`src/rtl/seg7_scan_ctrl.sv`:
```
// rtl/seg7_scan_ctrl.sv - multiplexed 7-segment scan controller driving a shared BCD decoder
// Double-buffered display value, dead time between digits, leading-zero blanking.
module seg7_scan_ctrl #(
  parameter int N_DIGITS    = 4,
  parameter int REFRESH_DIV = 50000,
  parameter int DEAD_CYCLES = 2
) (
  input  logic                  clk,
  input  logic                  rst,
  input  logic                  load,
  input  logic [4*N_DIGITS-1:0] bcd_in,
  input  logic                  lz_blank,
  output logic                  ready,
  output logic [3:0]            dec_bcd,
  input  logic [6:0]            dec_seg,
  output logic [6:0]            seg,
  output logic [N_DIGITS-1:0]   digit_en,
  output logic                  bcd_err
);

  localparam int SLOT_W    = $clog2(N_DIGITS);
  localparam int CNT_MAX   = (REFRESH_DIV > DEAD_CYCLES) ? REFRESH_DIV : DEAD_CYCLES;
  localparam int CNT_W     = $clog2(CNT_MAX + 1);
  localparam int DEAD_LAST = (DEAD_CYCLES > 0) ? DEAD_CYCLES - 1 : 0;

  localparam logic [SLOT_W-1:0]   LAST_SLOT = SLOT_W'(N_DIGITS - 1);
  localparam logic [CNT_W-1:0]    SCAN_END  = CNT_W'(REFRESH_DIV - 1);
  localparam logic [CNT_W-1:0]    DEAD_END  = CNT_W'(DEAD_LAST);
  localparam logic [N_DIGITS-1:0] DIGIT0    = N_DIGITS'(1);
  localparam logic [6:0]          BLANK     = 7'h7F;

  typedef enum logic [1:0] {IDLE, SCAN, DEAD} state_t;

  state_t                state, state_nxt;
  logic [SLOT_W-1:0]     slot, slot_nxt, slot_inc;
  logic [CNT_W-1:0]      cnt, cnt_nxt;
  logic [4*N_DIGITS-1:0] active, shadow, active_shr;
  logic                  pending;
  logic                  lz_cur;
  logic                  slot_start, frame_start;
  logic [3:0]            nib;
  logic                  upper_zero, lz_hide;
  logic [6:0]            seg_nxt;
  logic [N_DIGITS-1:0]   den_nxt;
  logic                  err_nxt;

  assign slot_inc   = (slot == LAST_SLOT) ? '0 : slot + 1'b1;
  assign active_shr = active >> {slot, 2'b00};
  assign nib        = active_shr[3:0];
  assign dec_bcd    = nib;
  assign ready      = ~pending;

  always_ff @(posedge clk or posedge rst) begin
    if (rst) begin
      state <= IDLE;
      slot  <= '0;
      cnt   <= '0;
    end else begin
      state <= state_nxt;
      slot  <= slot_nxt;
      cnt   <= cnt_nxt;
    end
  end

  always_comb begin
    state_nxt  = state;
    slot_nxt   = slot;
    cnt_nxt    = cnt;
    slot_start = 1'b0;
    case (state)
      IDLE: begin
        if (load) begin
          state_nxt  = SCAN;
          slot_nxt   = '0;
          cnt_nxt    = '0;
          slot_start = 1'b1;
        end
      end
      SCAN: begin
        if (cnt == SCAN_END) begin
          cnt_nxt = '0;
          if (DEAD_CYCLES == 0) begin
            slot_nxt   = slot_inc;
            slot_start = 1'b1;
          end else begin
            state_nxt = DEAD;
          end
        end else begin
          cnt_nxt = cnt + 1'b1;
        end
      end
      DEAD: begin
        if (cnt == DEAD_END) begin
          state_nxt  = SCAN;
          slot_nxt   = slot_inc;
          cnt_nxt    = '0;
          slot_start = 1'b1;
        end else begin
          cnt_nxt = cnt + 1'b1;
        end
      end
      default: state_nxt = IDLE;
    endcase
    frame_start = slot_start && (state != IDLE) && (slot_nxt == '0);
  end

  // A slot is leading-zero if it and every more significant nibble are zero.
  always_comb begin
    upper_zero = 1'b1;
    for (int j = 0; j < N_DIGITS; j++) begin
      if ((j >= int'(slot)) && (active[4*j +: 4] != 4'd0)) upper_zero = 1'b0;
    end
  end

  assign lz_hide = lz_cur && upper_zero && (slot != '0);

  always_comb begin
    seg_nxt = BLANK;
    den_nxt = '1;
    err_nxt = 1'b0;
    if ((state == SCAN) && !lz_hide) begin
      den_nxt = ~(DIGIT0 << slot);
      if (nib > 4'd9) err_nxt = (cnt == '0);
      else            seg_nxt = dec_seg;
    end
  end

  always_ff @(posedge clk or posedge rst) begin
    if (rst) begin
      active   <= '0;
      shadow   <= '0;
      pending  <= 1'b0;
      lz_cur   <= 1'b0;
      seg      <= BLANK;
      digit_en <= '1;
      bcd_err  <= 1'b0;
    end else begin
      seg      <= seg_nxt;
      digit_en <= den_nxt;
      bcd_err  <= err_nxt;
      if (slot_start) lz_cur <= lz_blank;
      if (state == IDLE) begin
        if (load) active <= bcd_in;
      end else begin
        // Shadow swaps only on the frame boundary so a frame never mixes two values.
        if (frame_start && pending) begin
          active  <= shadow;
          pending <= 1'b0;
        end
        if (load && !pending) begin
          shadow  <= bcd_in;
          pending <= 1'b1;
        end
      end
    end
  end

endmodule

```
`config.mk`:
```
export PLATFORM = sky130hd
export DESIGN_NAME = seg7_scan_ctrl
export DESIGN_NICKNAME = d
export VERILOG_FILES = /design/src/rtl/seg7_scan_ctrl.sv
export SDC_FILE = /design/constraint.sdc
export NUM_CORES = 1
export LEC_CHECK = 0
export BUFFER_PORTS_ARGS = -buffer_cell sky130_fd_sc_hd__buf_2
export CAP_MARGIN = 20
export CORE_ASPECT_RATIO = 0.8
export CORE_UTILIZATION = 55
export CTS_BUF_LIST = sky130_fd_sc_hd__clkbuf_2 sky130_fd_sc_hd__clkbuf_4 sky130_fd_sc_hd__clkbuf_8
export CTS_CLUSTER_SIZE = 12
export DETAILED_ROUTE_END_ITERATION = 6
export PLACE_DENSITY = 0.79
export SYNTH_ARGS = -nofsm -noshare
export SYNTH_HDL_FRONTEND = slang
export SYNTH_SLANG_ARGS = --single-unit
```
`constraint.sdc`:
```
create_clock -name clk -period 3.6 [get_ports clk]
set_input_delay 0.72 -clock clk [delete_from_list [all_inputs] [get_ports clk]]
set_output_delay 0.72 -clock clk [all_outputs]
set_load 0.05 [all_outputs]
```
* Word level (Yosys, flattened, before mapping)
Index checks and enable logic that the tools add are counted.
Storage, ports and cells: register bits 66, bits of input ports 27, output and inout port bits 17
Operators by class: $add $sub $neg 2, magnitude comparators 4, equality and inequality tests 8, shift-type cells 2, multiplexer cells 29, bitwise operators 3, reductions and logical operators 29
Operator list (count):
- 16-bit 2-to-1 mux | 6
- 16-bit case mux with 3 select lines | 1
- 16-bit by 1-bit adder with 16-bit output, second input constant | 1
- 16-bit by 1-bit == test with 1-bit output, second input constant | 1
- 16-bit == test, second input constant | 1
- 16-bit logical NOT | 1
- 4-bit nonzero test | 4
- 16-bit by 4-bit >> shifter with 4-bit output | 1
- 7-bit 2-to-1 mux | 2
- 2-bit 2-to-1 mux | 6
- 1-bit logical AND | 10
- 1-bit 2-to-1 mux | 10
- 2-bit AND reduction | 4
- 2-bit nonzero test | 4
- 2-bit != test, second input constant | 3
- 2-bit case mux with 3 select lines | 1
- 2-bit == test, second input constant | 2
- 1-bit by 2-bit greater-or-equal comparator with 1-bit output, first input constant | 2
- 4-bit > comparator, second input constant | 1
- 2-bit logical NOT | 2
- 4-bit 2-to-1 mux | 1
- 4-bit NOT | 1
- 2-bit case mux with 2 select lines | 1
- 1-bit by 2-bit << shifter with 4-bit output, first input constant | 1
- 8 further kinds | 10

* Longest topological paths before layout
Gate-level depths: netlist of the first run.
depth after elaboration 11, gate-level depth with buffers 10

* Least setup slack after synthesis of the first run
Ideal clock, no wire load.
kind register -> register, from reg cnt[10], to reg active[15], library setup time 0.126 ns, arrival time 2.116 ns, data required time 3.474 ns, setup slack 1.358 ns, cell stages (with the launch flop) 9, path buffers 3, clock period less this slack 2.242 ns, cells stage by stage dfrtp_1 > or4_4 > and4b_1 > buf_4 > and4_1 > buf_4 > a21oi_4 > buf_6 > a221o_1
Between the ends: cells in the longest elaborated chain, start to end 8
RTL lines:
- start, declared | RTL line 36 | logic [CNT_W-1:0] cnt, cnt_nxt;
- start signal, assigned | RTL line 61 | cnt <= cnt_nxt;
- 16-bit by 1-bit == test with 1-bit output (*) | RTL line 93 | if (cnt == DEAD_END) begin
- 2-bit 2-to-1 mux or 1-bit 2-to-1 mux (tied branches) | RTL line 93
- 2-bit case mux with 2 select lines or 1-bit case mux with 2 select lines (tied branches) | RTL line 70 | case (state)
- 2-bit logical NOT or 1-bit logical AND (tied branches) | RTL line 104 | frame_start = slot_start && (state != IDLE) && (slot_nxt == '0);
- 1-bit logical AND (*) | RTL line 104
- 1-bit logical AND (*) | RTL line 146 | if (frame_start && pending) begin
- 2-bit nonzero test (no line) (*)
- 2-bit AND reduction (no line) (*)
- end signal, assigned | RTL line 143 | if (load) active <= bcd_in;
- end signal, assigned | RTL line 147 | active <= shadow;
- end, declared | RTL line 37 | logic [4*N_DIGITS-1:0] active, shadow, active_shr;
Mark *: on every way between the ends. The rest lies on a longest branch, timed or not. A chain may end at the register's enable or synchronous reset.

* Worst setup path after layout of the first run
from reg cnt[10], to reg active[11]
Same word-level chain as after synthesis.

==> flow_results.xml, run 1 <==
<?xml version="1.0" encoding="UTF-8"?>
<metrics>
  <group name="status">
    <metric name="run_status" unit="">complete, no violations</metric>
  </group>
  <group name="setup_path">
    <metric name="path_delay_family" unit="">simple AND/OR/NAND/NOR gates</metric>
    <metric name="worst-setup-path-type" unit="">reg -&gt; reg</metric>
    <metric name="cp_cell_sequence" unit="">or4_4 &gt; and4b_1 &gt; and4_1 &gt; buf_4 &gt; a21oi_4 &gt; a221o_1</metric>
    <metric name="reg2regPathDepth" unit="">6</metric>
    <metric name="timing.critical_path.from_type" unit="">flop</metric>
    <metric name="crit_path_top_delay_cell" unit="">sky130_fd_sc_hd__or4_4</metric>
    <metric name="timing.critical_path.required" unit="ns">3.82</metric>
    <metric name="path_depth" unit="">6</metric>
    <metric name="worst_ep_arrival_time" unit="ns">2.72</metric>
    <metric name="critPathMaxStageDelay" unit="ns">0.57</metric>
    <metric name="crit_path_max_fanout" unit="">18</metric>
    <metric name="worstSetupEndpointType" unit="">flop</metric>
    <metric name="cp_bufs_invs" unit="">1</metric>
  </group>
  <group name="route">
    <metric name="drtAntennaViolNets" unit="">0</metric>
    <metric name="drt-wirelength-per-cell" unit="um">16.4</metric>
    <metric name="vias" unit="">2349</metric>
    <metric name="drtPass1Iterations" unit="">4</metric>
    <metric name="routed_wirelength" unit="um">6610</metric>
    <metric name="remaining_drc_errors" unit="">0</metric>
    <metric name="viasPerCell" unit="">5.83</metric>
    <metric name="drt_iter0_drc" unit="">169</metric>
  </group>
  <group name="floorplanning">
    <metric name="chipWidth" unit="um">87.3</metric>
    <metric name="fp.dieH" unit="um">70.2</metric>
    <metric name="initial_utilization" unit="%">57.9</metric>
    <metric name="placement_rows" unit="">24</metric>
    <metric name="design.die.area" unit="um2">6130</metric>
    <metric name="number_of_top_level_design_ports" unit="">44</metric>
    <metric name="fp.coreArea" unit="um2">5530</metric>
  </group>
  <group name="clock_network">
    <metric name="cts_setup_buffers" unit="">0</metric>
    <metric name="clk_pin_slew" unit="ns">0.07</metric>
    <metric name="cts_tree" unit="">yes</metric>
    <metric name="clkLatencyLatePin" unit="ns">0.34</metric>
    <metric name="cts.sink_count" unit="">66</metric>
    <metric name="cts_resized" unit="">0</metric>
    <metric name="cts_buffer_depth" unit="">2</metric>
    <metric name="root_buffer" unit="">sky130_fd_sc_hd__clkbuf_8</metric>
    <metric name="cts-htree-levels" unit="">3</metric>
    <metric name="cts-buffers-inserted" unit="">9</metric>
    <metric name="hold_buffers" unit="">0</metric>
  </group>
  <group name="synthesis">
    <metric name="synth_most_common_cell" unit="">sky130_fd_sc_hd__dfrtp_1</metric>
    <metric name="post-synth-top-area-fraction" unit="%">43.0</metric>
    <metric name="ys.warnings.count" unit="">0</metric>
    <metric name="top_post_synthesis_cells_by_area" unit="">sky130_fd_sc_hd__dfrtp_1, sky130_fd_sc_hd__dfstp_2, sky130_fd_sc_hd__mux2_2</metric>
    <metric name="yosys-top-cells-count" unit="">sky130_fd_sc_hd__dfrtp_1, sky130_fd_sc_hd__mux2_2, sky130_fd_sc_hd__nor2_1</metric>
    <metric name="synth_area" unit="um2">3200</metric>
    <metric name="synth_nets" unit="">314</metric>
    <metric name="number_of_flip_flops_and_latches_in_the_synthesized_netlist" unit="">66</metric>
    <metric name="netlist.top_cell.by_area" unit="">sky130_fd_sc_hd__dfrtp_1</metric>
    <metric name="number_of_enable_type_register_cells_in_the_synthesized_netlist" unit="">0</metric>
    <metric name="netlist_instances" unit="">275</metric>
    <metric name="yosys.cell_types.count" unit="">48</metric>
    <metric name="synth_seq_area_share" unit="%">52.0</metric>
    <metric name="postSynthAreaPerCell" unit="um2">11.6</metric>
    <metric name="synth_async_sr_flop_share" unit="%">100</metric>
    <metric name="yosys_most_used_dff" unit="">sky130_fd_sc_hd__dfrtp_1</metric>
  </group>
  <group name="global_routing">
    <metric name="first_global_vias" unit="">2228</metric>
    <metric name="antenna_violations_before_repair" unit="">0</metric>
    <metric name="grt_start_max_net_pins" unit="">49</metric>
    <metric name="grt_pass1_wl" unit="um">10900</metric>
    <metric name="gr-total-overflow" unit="">0</metric>
    <metric name="grt.total_usage" unit="%">23.8</metric>
  </group>
  <group name="sta">
    <metric name="slew_headroom" unit="%">47.1</metric>
    <metric name="setup-violations-final" unit="">0</metric>
    <metric name="clock.fmax" unit="MHz">400</metric>
    <metric name="timing.setup.tns" unit="ns">0</metric>
    <metric name="setup_repair_after_global_routing_missed_its_margin" unit="">no</metric>
    <metric name="maximum_clock_skew_at_final_layout" unit="ns">0.00959</metric>
    <metric name="finalWorstSetupSlack" unit="ns">1.10</metric>
    <metric name="final_hold_viol_count" unit="">0</metric>
    <metric name="timing.final.max_slew_violations" unit="">0</metric>
    <metric name="final.period_utilization" unit="%">69.5</metric>
    <metric name="finalCriticalPeriod" unit="ns">2.50</metric>
    <metric name="worstMarginPinSlew" unit="ns">0.794</metric>
  </group>
  <group name="cells_and_area">
    <metric name="areaGrowthSynthToFinish" unit="%">14.9</metric>
    <metric name="filler_cell_count" unit="">446</metric>
    <metric name="layout.nets" unit="">359</metric>
    <metric name="number_of_diodes" unit="">0</metric>
    <metric name="post-route-cell-area" unit="um2">3680</metric>
    <metric name="layout-drive-gt1-share" unit="%">33.2</metric>
  </group>
  <group name="placement">
    <metric name="io_buffers" unit="">43</metric>
    <metric name="hpwlAfterDp" unit="um">4740</metric>
    <metric name="routabilityCongestion" unit="">0.803</metric>
    <metric name="preCtsSetupSlack" unit="ns">1.12</metric>
    <metric name="postPlaceCellArea" unit="um2">3480</metric>
  </group>
  <group name="power_and_ir_drop">
    <metric name="static-leakage-power" unit="nW">1.82</metric>
    <metric name="peakVddDrop" unit="mV">0.190</metric>
    <metric name="power_per_cell_area" unit="nW/um2">394</metric>
  </group>
  <group name="job">
    <metric name="cap_viol_max_count" unit="">0</metric>
  </group>
  <group name="hold_path">
    <metric name="holdCritPathClass" unit="">in -&gt; async</metric>
  </group>
</metrics>
-- layout by cell type (no fill, tap or decap), types with 4 or more instances in the layout --
cell,instances
sky130_fd_sc_hd__ha_1,12
sky130_fd_sc_hd__nand4_1,6
sky130_fd_sc_hd__a221o_1,16
sky130_fd_sc_hd__buf_2,43
sky130_fd_sc_hd__nand2_1,17
sky130_fd_sc_hd__o21ai_0,6
sky130_fd_sc_hd__nand2b_1,4
sky130_fd_sc_hd__clkbuf_8,10
sky130_fd_sc_hd__mux2_2,18
sky130_fd_sc_hd__and3_1,17
sky130_fd_sc_hd__a22o_1,4
sky130_fd_sc_hd__mux4_2,4
sky130_fd_sc_hd__nand3_1,9
sky130_fd_sc_hd__xnor2_1,4
sky130_fd_sc_hd__nor4_1,5
sky130_fd_sc_hd__or2_2,7
sky130_fd_sc_hd__nor3_1,5
sky130_fd_sc_hd__inv_1,10
sky130_fd_sc_hd__dfstp_2,11
sky130_fd_sc_hd__dfrtp_1,55
sky130_fd_sc_hd__buf_4,4
sky130_fd_sc_hd__xor2_1,6
sky130_fd_sc_hd__nor2_1,18
-- metrics by stage --
step                util [%]  hold slack, ns  cells  power, W
floorplan                  -           0.471    275  0.000817
CTS                     66.6           0.363    403   0.00147
global route            66.6           0.382    403   0.00150
detailed placement      62.9           0.493    387  0.000845
global placement        62.9           0.486    387  0.000842
finish                  66.6           0.358    403   0.00145
-- worst register-to-register path: cells and delay by family, from the launching register on --
family	cells	cell delay (ns)
AND/OR/NAND/NOR	3	1.23
flip-flops	1	0.45
AO/OA/AOI/OAI	2	0.46
buffers and inverters	1	0.24
-- cell type report --
class,count,area (um2),share of cell area (%)
Clock inverter,6,65.1,1.77
Inverter,11,41.3,1.12
Clock buffer,10,138,3.74
Tap cell,78,97.6,2.65
Timing Repair Buffer,47,245,6.66
Sequential cell,66,1670,45.3
Multi-Input combinational cell,185,1430,38.8
-- cells by family (layout without fill, tap and decap cells) --
kind of cell	count (synthesis)	after routing	synth area share, %
simple gates	100	100	17.0
flops	66	66	52.0
compound gates	39	39	10.4
mux	24	24	9.77
buf+inv	24	74	3.40
fa+ha+maj	12	12	4.69
xor+xnor	10	10	2.74
-- state kept, by name (all words and copies together), names as in the netlist --
signal	flops
pending	1
digit_en	4
lz_cur	1
seg	7
state	2
slot	2
shadow	16
bcd_err	1
cnt	16
active	16
-- path summary, 6_finish.rpt --
check,start,end,slack [ns]
setup / recovery,cnt[10]$_DFFE_PP0P_,active[11]$_DFFE_PP0P_,1.10
hold / removal,rst,cnt[4]$_DFFE_PP0P_,0.36
setup reg to reg,cnt[10]$_DFFE_PP0P_,active[11]$_DFFE_PP0P_,1.10
hold reg to reg,shadow[9]$_DFFE_PP0P_,active[9]$_DFFE_PP0P_,0.51
max in group asynchronous,rst,active[13]$_DFFE_PP0P_,2.31
min in group clk,shadow[9]$_DFFE_PP0P_,active[9]$_DFFE_PP0P_,0.51
-- layer usage --
layer | part of all wire [%] | GRT usage, % | up-vias
met2 | 46 | 34.8 | 85
li1 | - | - | 1104
met5 | 0 | 0 | -
met4 | 1.0 | 8.74 | 0
met1 | 46 | 34.0 | 1152
met3 | 6.3 | 6.38 | 8
-- report_power, final --
group / internal [W] / switching [W] / total [W]
Clock: 0.000339 / 0.000282 / 0.000622
Sequential: 0.000758 / 0.00000589 / 0.000764
Combinational: 0.0000232 / 0.0000428 / 0.0000659
Total: 0.00112 / 0.000331 / 0.00145
Power figures use the tool's default switching activity.
==> run 2: changes to the inputs <==
==> constraint.sdc (replaced) <==
create_clock -name clk -period 2.6 [get_ports clk]
set_input_delay 0.52 -clock clk [delete_from_list [all_inputs] [get_ports clk]]
set_output_delay 0.52 -clock clk [all_outputs]
set_load 0.05 [all_outputs]
==> flow_results.xml, run 2 (synthesized netlist as in run 1, its figures left out) <==
<?xml version="1.0" encoding="UTF-8"?>
<metrics>
  <group name="sta">
    <metric name="final.period_utilization" unit="%">91.9</metric>
    <metric name="clock.fmax" unit="MHz">418</metric>
    <metric name="setup-violations-final" unit="">0</metric>
    <metric name="maximum_clock_skew_at_final_layout" unit="ns">0.00635</metric>
    <metric name="setup_repair_after_global_routing_missed_its_margin" unit="">no</metric>
    <metric name="finalWorstSetupSlack" unit="ns">0.210</metric>
    <metric name="worstMarginPinSlew" unit="ns">0.808</metric>
    <metric name="timing.setup.tns" unit="ns">0</metric>
    <metric name="final_hold_viol_count" unit="">0</metric>
    <metric name="slew_headroom" unit="%">46.1</metric>
    <metric name="finalCriticalPeriod" unit="ns">2.39</metric>
    <metric name="timing.final.max_slew_violations" unit="">0</metric>
  </group>
  <group name="clock_network">
    <metric name="hold_buffers" unit="">0</metric>
    <metric name="cts_tree" unit="">yes</metric>
    <metric name="clkLatencyLatePin" unit="ns">0.33</metric>
    <metric name="cts_buffer_depth" unit="">2</metric>
    <metric name="cts_setup_buffers" unit="">0</metric>
    <metric name="cts-htree-levels" unit="">3</metric>
    <metric name="clk_pin_slew" unit="ns">0.07</metric>
    <metric name="cts.sink_count" unit="">66</metric>
    <metric name="cts_resized" unit="">0</metric>
    <metric name="root_buffer" unit="">sky130_fd_sc_hd__clkbuf_8</metric>
    <metric name="cts-buffers-inserted" unit="">9</metric>
  </group>
  <group name="cells_and_area">
    <metric name="layout_common_cells" unit="">sky130_fd_sc_hd__dfrtp_1, sky130_fd_sc_hd__buf_2, sky130_fd_sc_hd__nor2_1, sky130_fd_sc_hd__mux2_2</metric>
    <metric name="layout-drive-gt1-share" unit="%">33.6</metric>
    <metric name="mostFrequentLayoutCell" unit="">sky130_fd_sc_hd__dfrtp_1</metric>
    <metric name="areaGrowthSynthToFinish" unit="%">14.7</metric>
    <metric name="reg_top3" unit="">active: 16 flops, cnt: 16 flops, shadow: 16 flops</metric>
    <metric name="multiInputGateArea" unit="um2">1430</metric>
    <metric name="filler_cell_count" unit="">449</metric>
    <metric name="final_util" unit="%">66.5</metric>
    <metric name="layout.nets" unit="">361</metric>
    <metric name="finalNonFillerCells" unit="">405</metric>
    <metric name="number_of_diodes" unit="">0</metric>
    <metric name="register_area" unit="um2">1670</metric>
  </group>
  <group name="placement">
    <metric name="preCtsSetupSlack" unit="ns">0.222</metric>
    <metric name="hpwlAfterDp" unit="um">4600</metric>
    <metric name="io_buffers" unit="">43</metric>
    <metric name="routabilityCongestion" unit="">0.792</metric>
    <metric name="dp.cells" unit="">389</metric>
  </group>
  <group name="power_and_ir_drop">
    <metric name="power_switching" unit="W">0.000424</metric>
    <metric name="power_per_cell_area" unit="nW/um2">523</metric>
    <metric name="share_comb_of_total_power" unit="%">4.7</metric>
    <metric name="internal_power" unit="W">0.00150</metric>
    <metric name="seqPwrFrac" unit="%">55.1</metric>
    <metric name="peakVddDrop" unit="mV">0.277</metric>
    <metric name="static-leakage-power" unit="nW">1.83</metric>
    <metric name="clock_power_share" unit="%">40.2</metric>
    <metric name="sw_frac_of_total" unit="%">22.1</metric>
  </group>
  <group name="floorplanning">
    <metric name="fp.coreArea" unit="um2">5530</metric>
    <metric name="chipWidth" unit="um">87.3</metric>
    <metric name="number_of_top_level_design_ports" unit="">44</metric>
    <metric name="fp.dieH" unit="um">70.2</metric>
    <metric name="design.die.area" unit="um2">6130</metric>
    <metric name="placement_rows" unit="">24</metric>
    <metric name="initial_utilization" unit="%">57.9</metric>
  </group>
  <group name="setup_path">
    <metric name="critical_path.reg2reg.startpoint" unit="">cnt[10]$_DFFE_PP0P_</metric>
    <metric name="cp_bufs_invs" unit="">0</metric>
    <metric name="crit_path_max_fanout" unit="">10</metric>
    <metric name="regToRegSetupSlack" unit="ns">0.21</metric>
    <metric name="critPathMaxStageDelay" unit="ns">0.57</metric>
    <metric name="path_delay_family" unit="">simple AND/OR/NAND/NOR gates</metric>
    <metric name="reg2regPathDepth" unit="">5</metric>
    <metric name="timing.critical_path.required" unit="ns">2.80</metric>
    <metric name="worst-setup-path-type" unit="">reg -&gt; reg</metric>
    <metric name="crit_path_top_delay_cell" unit="">sky130_fd_sc_hd__or4_4</metric>
    <metric name="timing.critical_path.from_type" unit="">flop</metric>
    <metric name="worstSetupEndpointType" unit="">flop</metric>
    <metric name="worstReg2RegEnd" unit="">cnt[5]$_DFFE_PP0P_</metric>
    <metric name="worst_ep_arrival_time" unit="ns">2.59</metric>
    <metric name="cp_cell_sequence" unit="">or4_4 &gt; nor4_1 &gt; o22ai_1 &gt; nor2_2 &gt; nor2_1</metric>
  </group>
  <group name="route">
    <metric name="drt-wirelength-per-cell" unit="um">15.9</metric>
    <metric name="drtAntennaViolNets" unit="">0</metric>
    <metric name="viasPerCell" unit="">5.82</metric>
    <metric name="vias" unit="">2359</metric>
    <metric name="remaining_drc_errors" unit="">0</metric>
    <metric name="drt_iter0_drc" unit="">153</metric>
    <metric name="routed_wirelength" unit="um">6450</metric>
    <metric name="drtPass1Iterations" unit="">5</metric>
  </group>
  <group name="hold_path">
    <metric name="timing.hold.worst.start" unit="">dec_seg[0]</metric>
    <metric name="holdCritPathClass" unit="">in -&gt; reg</metric>
    <metric name="worst_hold_path.endpoint" unit="">seg[0]$_DFF_PP1_</metric>
    <metric name="worstHoldPathCells" unit="">2</metric>
  </group>
  <group name="global_routing">
    <metric name="gr-total-overflow" unit="">0</metric>
    <metric name="peak_usage_layer_in_the_global_routing_report" unit="">met2</metric>
    <metric name="antenna_violations_before_repair" unit="">0</metric>
    <metric name="grt.total_usage" unit="%">24.0</metric>
    <metric name="grt_pass1_wl" unit="um">11000</metric>
    <metric name="global_route.usage.met3" unit="%">6.62</metric>
    <metric name="grt_util_met2" unit="%">35.0</metric>
    <metric name="first_global_vias" unit="">2329</metric>
    <metric name="grt_start_max_net_pins" unit="">67</metric>
    <metric name="use_met1" unit="%">34.2</metric>
  </group>
  <group name="job">
    <metric name="cap_viol_max_count" unit="">0</metric>
  </group>
  <group name="status">
    <metric name="run_status" unit="">complete, no violations</metric>
  </group>
</metrics>
## run 2: cell count changes in the layout (fill, tap and decap cells not counted), sizes merged
| cell | change |
|---|---|
| buf | +2 |
| inv | -1 |
| clkbuf | +3 |
| clkinvlp | -1 |
| bufinv | -1 |
## run 2: power groups by stage
stage                     Clock [W]  Combinational, W  Sequential [W]
after global placement            0         0.0000903         0.00108
final                      0.000773         0.0000903         0.00106
after floorplan                   0         0.0000352         0.00110
after detailed placement          0         0.0000921         0.00108
after CTS                  0.000793         0.0000922         0.00106
after global routing       0.000836          0.000101         0.00106
## run 2: worst max path at each step
stage | slack, ns | cells after the start | start | to
2_1_floorplan | 0.36 | 8 | cnt[10]$_DFFE_PP0P_ | active[15]$_DFFE_PP0P_
3_3_place_gp | 0.31 | 5 | cnt[10]$_DFFE_PP0P_ | cnt[7]$_DFFE_PP0P_
3_5_place_dp | 0.22 | 5 | cnt[10]$_DFFE_PP0P_ | cnt[7]$_DFFE_PP0P_
4_1_cts | 0.21 | 5 | cnt[10]$_DFFE_PP0P_ | cnt[5]$_DFFE_PP0P_
5_1_grt | 0.03 | 5 | cnt[10]$_DFFE_PP0P_ | cnt[7]$_DFFE_PP0P_
6_report | 0.21 | 5 | cnt[10]$_DFFE_PP0P_ | cnt[5]$_DFFE_PP0P_
## run 2: area by class of cell
type                            instances  share of cell area, %
Sequential cell                        66                   45.3
Tap cell                               78                   2.66
Clock buffer                           13                   4.53
Inverter                               11                   1.12
Timing Repair Buffer                   49                   7.08
Clock inverter                          3                  0.409
Multi-Input combinational cell        185                   38.9
## run 2: per-layer routing
metal | wire length, um | up-vias
met2 | 2840 | 90
met4 | 91 | 0
met1 | 3080 | 1161
met3 | 438 | 8
met5 | 0 | -
li1 | - | 1100
## run 2: worst reg2reg max path: cells and delay by family, from the launching register on
| kind | cells | cell delay [ns] |
|---|---|---|
| flops | 1 | 0.44 |
| compound gates | 1 | 0.34 |
| simple gates | 4 | 1.49 |
## run 2: through the flow
step                instance area (um2)  hold slack, ns  power [W]
floorplan                          3200           0.471    0.00113
global placement                   3490           0.484    0.00117
detailed placement                 3490           0.494    0.00117
CTS                                3670           0.369    0.00194
global route                       3670           0.370    0.00200
finish                             3670           0.384    0.00192
